**src/rtl/axil_regfile.sv**
```systemverilog
// axil_regfile
//   AXI4-Lite slave register file. It holds NUM_REGS data-wide registers
//   written with byte strobes. Registers selected by RO_MASK are read-only
//   and read back their hw_status slice. An out-of-range address, or a write
//   to a read-only register, is answered with SLVERR. The AW and W channels
//   are captured independently, so they may arrive in either order.
//
// Ports
//   s0_axi_aclk, s0_axi_aresetn   clock; synchronous active-low reset
//   s0_axi_aw*/w*/b*              write address, data and response channels
//   s0_axi_ar*/r*                 read address and data channels
//   hw_status                     read-only register values, slice i = register i
//   reg_out                       current register contents, slice i = register i
//   wr_pulse                      one-cycle strobe per register after an OKAY write
module axil_regfile #(
    parameter int                      DATA_WIDTH = 32,
    parameter int                      ADDR_WIDTH = 8,
    parameter int                      NUM_REGS   = 16,
    parameter logic [NUM_REGS-1:0]     RO_MASK    = '0
) (
    input  logic                           s0_axi_aclk,
    input  logic                           s0_axi_aresetn,
    input  logic [ADDR_WIDTH-1:0]          s0_axi_awaddr,
    input  logic                           s0_axi_awvalid,
    output logic                           s0_axi_awready,
    input  logic [DATA_WIDTH-1:0]          s0_axi_wdata,
    input  logic [DATA_WIDTH/8-1:0]        s0_axi_wstrb,
    input  logic                           s0_axi_wvalid,
    output logic                           s0_axi_wready,
    output logic [1:0]                     s0_axi_bresp,
    output logic                           s0_axi_bvalid,
    input  logic                           s0_axi_bready,
    input  logic [ADDR_WIDTH-1:0]          s0_axi_araddr,
    input  logic                           s0_axi_arvalid,
    output logic                           s0_axi_arready,
    output logic [DATA_WIDTH-1:0]          s0_axi_rdata,
    output logic [1:0]                     s0_axi_rresp,
    output logic                           s0_axi_rvalid,
    input  logic                           s0_axi_rready,
    input  logic [NUM_REGS*DATA_WIDTH-1:0] hw_status,
    output logic [NUM_REGS*DATA_WIDTH-1:0] reg_out,
    output logic [NUM_REGS-1:0]            wr_pulse
);

    localparam int NUM_BYTES = DATA_WIDTH / 8;
    localparam int OFF       = $clog2(NUM_BYTES);
    localparam int IDX_W     = ADDR_WIDTH - OFF;

    localparam logic [1:0] RESP_OKAY   = 2'b00;
    localparam logic [1:0] RESP_SLVERR = 2'b10;

    logic [DATA_WIDTH-1:0] regs [NUM_REGS];

    // Holds the readies low until the first cycle after reset is released.
    logic rdy_en;

    logic                  aw_held;
    logic [ADDR_WIDTH-1:0] aw_addr_q;
    logic                  w_held;
    logic [DATA_WIDTH-1:0] w_data_q;
    logic [NUM_BYTES-1:0]  w_strb_q;

    logic aw_hs, w_hs, ar_hs, commit;
    logic [ADDR_WIDTH-1:0] cur_addr;
    logic [DATA_WIDTH-1:0] cur_data;
    logic [NUM_BYTES-1:0]  cur_strb;
    logic [IDX_W-1:0]      wr_idx;
    logic [IDX_W-1:0]      rd_idx;
    logic [NUM_REGS-1:0]   wr_sel;
    logic                  wr_legal;
    logic [DATA_WIDTH-1:0] rd_data;
    logic                  rd_legal;

    assign s0_axi_awready = rdy_en && !aw_held && !s0_axi_bvalid;
    assign s0_axi_wready  = rdy_en && !w_held  && !s0_axi_bvalid;
    assign s0_axi_arready = rdy_en && !s0_axi_rvalid;

    assign aw_hs = s0_axi_awvalid && s0_axi_awready;
    assign w_hs  = s0_axi_wvalid  && s0_axi_wready;
    assign ar_hs = s0_axi_arvalid && s0_axi_arready;

    // A channel handshaking this cycle counts as available for the commit.
    assign commit   = (aw_held || aw_hs) && (w_held || w_hs);
    assign cur_addr = aw_held ? aw_addr_q : s0_axi_awaddr;
    assign cur_data = w_held  ? w_data_q  : s0_axi_wdata;
    assign cur_strb = w_held  ? w_strb_q  : s0_axi_wstrb;

    assign wr_idx = cur_addr[ADDR_WIDTH-1:OFF];
    assign rd_idx = s0_axi_araddr[ADDR_WIDTH-1:OFF];

    // Byte-offset bits are intentionally ignored by the decode.
    logic unused_addr_bits;
    assign unused_addr_bits = ^{s0_axi_araddr, cur_addr};

    always_comb begin
        wr_sel   = '0;
        wr_legal = 1'b0;
        rd_data  = '0;
        rd_legal = 1'b0;
        for (int i = 0; i < NUM_REGS; i++) begin
            if (wr_idx == IDX_W'(i) && !RO_MASK[i]) begin
                wr_sel[i] = 1'b1;
                wr_legal  = 1'b1;
            end
            if (rd_idx == IDX_W'(i)) begin
                rd_legal = 1'b1;
                rd_data  = RO_MASK[i] ? hw_status[i*DATA_WIDTH +: DATA_WIDTH] : regs[i];
            end
        end
    end

    always_ff @(posedge s0_axi_aclk) begin
        if (!s0_axi_aresetn) begin
            rdy_en        <= 1'b0;
            aw_held       <= 1'b0;
            aw_addr_q     <= '0;
            w_held        <= 1'b0;
            w_data_q      <= '0;
            w_strb_q      <= '0;
            s0_axi_bvalid <= 1'b0;
            s0_axi_bresp  <= RESP_OKAY;
            s0_axi_rvalid <= 1'b0;
            s0_axi_rresp  <= RESP_OKAY;
            s0_axi_rdata  <= '0;
            wr_pulse      <= '0;
            for (int i = 0; i < NUM_REGS; i++) begin
                regs[i] <= '0;
            end
        end else begin
            rdy_en   <= 1'b1;
            wr_pulse <= '0;

            if (commit) begin
                aw_held       <= 1'b0;
                w_held        <= 1'b0;
                s0_axi_bvalid <= 1'b1;
                s0_axi_bresp  <= wr_legal ? RESP_OKAY : RESP_SLVERR;
                wr_pulse      <= wr_sel;
                for (int i = 0; i < NUM_REGS; i++) begin
                    if (wr_sel[i]) begin
                        for (int b = 0; b < NUM_BYTES; b++) begin
                            if (cur_strb[b]) begin
                                regs[i][b*8 +: 8] <= cur_data[b*8 +: 8];
                            end
                        end
                    end
                end
            end else begin
                if (aw_hs) begin
                    aw_held   <= 1'b1;
                    aw_addr_q <= s0_axi_awaddr;
                end
                if (w_hs) begin
                    w_held   <= 1'b1;
                    w_data_q <= s0_axi_wdata;
                    w_strb_q <= s0_axi_wstrb;
                end
            end

            if (s0_axi_bvalid && s0_axi_bready) begin
                s0_axi_bvalid <= 1'b0;
            end

            // Register reads see the pre-commit value on a same-edge write.
            if (ar_hs) begin
                s0_axi_rvalid <= 1'b1;
                s0_axi_rdata  <= rd_data;
                s0_axi_rresp  <= rd_legal ? RESP_OKAY : RESP_SLVERR;
            end else if (s0_axi_rvalid && s0_axi_rready) begin
                s0_axi_rvalid <= 1'b0;
            end
        end
    end

    for (genvar g = 0; g < NUM_REGS; g++) begin : g_out
        assign reg_out[g*DATA_WIDTH +: DATA_WIDTH] = regs[g];
    end

endmodule

```
**config.mk**
```make
export PLATFORM = sky130hd
export DESIGN_NAME = axil_regfile
export DESIGN_NICKNAME = d
export VERILOG_FILES = /design/src/rtl/axil_regfile.sv
export SDC_FILE = /design/constraint.sdc
export NUM_CORES = 1
export LEC_CHECK = 0
export ABC_AREA = 1
export BUFFER_PORTS_ARGS = -buffer_cell sky130_fd_sc_hd__clkbuf_2
export CAP_MARGIN = 25
export CORE_AREA = 2 2 438 440
export CTS_CLUSTER_DIAMETER = 150
export DETAILED_ROUTE_END_ITERATION = 10
export DIE_AREA = 0 0 440 442
export GPL_ROUTABILITY_DRIVEN = 0
export PLACE_DENSITY = 0.3
export SETUP_SLACK_MARGIN = 0.2
export SLEW_MARGIN = 25
export SYNTH_ARGS = -nofsm -noshare
export SYNTH_HDL_FRONTEND = slang
export SYNTH_SLANG_ARGS = --single-unit
```
**constraint.sdc**
```tcl
create_clock -name s0_axi_aclk -period 4.8 [get_ports s0_axi_aclk]
set_clock_uncertainty 0.1 [all_clocks]
set_input_delay 0 -clock s0_axi_aclk [delete_from_list [all_inputs] [get_ports s0_axi_aclk]]
set_output_delay 0 -clock s0_axi_aclk [all_outputs]
set_load 0.05 [all_outputs]
```
==> reports/metrics.csv <==
metric,value,unit
CP Class,register to register,
Max Fclk,0.283,GHz
I/O pin count,1140,
Tcrit/Tclk final,73.6,%
initial antenna violation count,13,
initial core utilization,13.8,%
Yosys top cell by area,edfxtp_1,
Root Buffer,clkbuf_16,
dpl hpwl,133000,um
clock buffer depth,3,
Worst Hold Class,input port to register,
fraction of registers with async set/reset,0,%
most frequent cell after synthesis,nand2_1,
Switch Pwr,0.00455,W
register area share after synthesis,66.4,%
fillers,21016,
Seq pwr share,42.2,%
worst path required time,5030,ps
Slew HR,31.1,%
hold endpoint,regs[1][72]$_DFFE_PP_,
hold depth,4,
fin. max-slew vios,0,
CTS tree,yes,
placed cell area,32500,um2
GR Overflow Total,0,
dpl cells,5640,
detailed-route DRC error count,0,
nature of the critical path endpoint,register,
Setup TNS Final,0,ps
total CTS buffers,82,
library cells used by synthesis,42,
Finish-stage setup viols,0,
Critical Path Start Type,register,
Synth area leaders,"edfxtp_1 59%, nand2_1 8.8%, dfxtp_1 7.4%",
DRC violation total after the first TritonRoute iteration,1662,
Site Rows,160,
Mapped Area,26100,um2
vias per cell,3.77,
DIE HEIGHT,442,um
Avg Synthesized Cell Area,10.3,um2
outcome,"complete, no violations",
Crit path arrival time,3770,ps
reg2reg end,regs[0][54]$_SDFFCE_PN0P_,
RSZ-0062 raised after global routing,false,
Synth Flop Type,edfxtp_1,
Cells after Synth,2542,
PD cells,400,nW/um2
clock slew at reported path FFs,60,ps
Comb pwr share,14.2,%
Int Pwr,0.0101,W
GRT Total Usage,16.7,%
post-route ant nets,0,
largest net degree at the start of global routing,64,
share of cells above drive strength 1,28.8,%
crit path max fanout,9,
Worst R2R Start,aw_held$_SDFFE_PP0P_,
Die Span X,440,um
Tmin final,3530,ps
Post-synth EDFFs,512,
Max VDD drop,0.000221,V
Leak,15.4,nW
Total Wirelength,167000,um
Wirelength per Cell,28.1,um
H-tree Lvls,3,
"Hold Violations, Final",0,
Pwr Total,0.0147,W
Yosys warnings,0,
Clock Power Share,43.6,%
worst hold start,s0_axi_aresetn,
Synth top cells by count,"609 x nand2_1, 512 x edfxtp_1, 497 x nor2_1",
NumNets Final,3925,
# clock sinks,609,
Least-Margin Pin Slew,1030,ps
vias in the first global route,22572,
FF-to-FF setup slack,1270,ps
first drt pass iteration count,5,
Vias,22383,
Core Region,190000,um2
final std cells w/o fill,5939,
R2R cell count,7,
PostCTS Resize Cnt,0,
full die area,194000,um2
Final Cell Area,36700,um2
sw frac,31.0,%
Seq cells post-synth,609,
clk_lat worst skew,710,ps
Max Cap Viol,0,
first-pass GRT wire length,217000,um
post-synth top area share,58.9,%
Layout area overhead,40.6,%
PortBufs,621,
cell families after synthesis:
logic type,count (synthesis),synth area share [%]
buffers and inverters,289,4.57
muxes,4,0.153
other,1,0.0144
and+or+nand+nor,1381,23.0
AOI/OAI and AO/OA,258,5.91
DFF,609,66.4
power groups by stage:
stage / Sequential [W] / Combinational [W] / Clock (W)
floorplan: 0.00698 / 0.000442 / 0
global route: 0.00622 / 0.00220 / 0.00676
global placement: 0.00631 / 0.00202 / 0
finish: 0.00620 / 0.00208 / 0.00640
detailed placement: 0.00631 / 0.00202 / 0
CTS: 0.00620 / 0.00213 / 0.00658
sequential cells by signal (all words and copies together), names as in the netlist, 4 cells and up:
name          count
w_data_q         32
w_strb_q          4
s0_axi_rdata     32
aw_addr_q         6
regs            512
wr_pulse         16
worst max-delay path, stage by stage (launching register included):
cell     delay (ps)
dfxtp_1         500
inv_2           110
or3_1           330
o31ai_2         170
nand2_1         590
nor2_4          560
nand2_2         300
nand2_1         460
per-layer routing:
layer	vias to the layer above	GRT usage (%)	share of wire (%)
met5	-	0	0.013
met4	4	3.53	2.0
met3	133	5.25	7.8
met2	732	27.3	46
met1	11294	21.5	44
li1	10220	-	-
stage by stage:
| stage | hold slack (ps) | util (%) | worst slack (ps) |
|---|---|---|---|
| final | 204 | 19.3 | 1270 |
| after global routing | 214 | 19.3 | 1030 |
| after CTS | 150 | 19.3 | 1190 |
| after detailed placement | 84.3 | 17.1 | 1210 |
| after global placement | 81.6 | 17.1 | 1220 |
| after floorplan | -72.3 | - | 1220 |
layout make-up:
cell class	count	area, um2	area share, %
tap	2511	3140	8.56
timing repair buffer	860	5260	14.3
sequential	609	17300	47.2
clock buffer	109	2240	6.12
antenna	6	15.0	0.0409
clock inverter	43	504	1.37
inverter	156	586	1.60
multi-input combinational	1645	7620	20.8
timing repair:
action,in CTS,in global routing
endpoints found under the hold margin,237,0
buffers inserted,0,0
hold buffers,141,0
how the worst max path moves through the flow:
stage                               start                        end  slack, ps  depth (start not counted)
2_1_floorplan  s0_axi_bvalid$_SDFFE_PP0P_     regs[1][100]$_DFFE_PP_       1220                          9
3_3_place_gp         aw_held$_SDFFE_PP0P_  regs[0][54]$_SDFFCE_PN0P_       1220                          7
3_5_place_dp         aw_held$_SDFFE_PP0P_  regs[0][54]$_SDFFCE_PN0P_       1210                          7
4_1_cts              aw_held$_SDFFE_PP0P_  regs[0][54]$_SDFFCE_PN0P_       1190                          7
5_1_grt              aw_held$_SDFFE_PP0P_  regs[0][50]$_SDFFCE_PN0P_       1030                          9
6_report             aw_held$_SDFFE_PP0P_  regs[0][54]$_SDFFCE_PN0P_       1270                          7
layout by cell type (no fill, tap or decap), drive strengths merged, types with 40 or more instances in the layout:
| cell type | count |
|---|---|
| or2 | 40 |
| inv | 155 |
| dfxtp | 97 |
| nand4 | 59 |
| nand3 | 85 |
| nand2 | 651 |
| buf | 99 |
| o21ai | 116 |
| edfxtp | 512 |
| a21oi | 87 |
| nor2 | 524 |
| dlygate4sd3 | 141 |
| clkbuf | 729 |
Note: power is estimated with default switching activity, not from simulation.
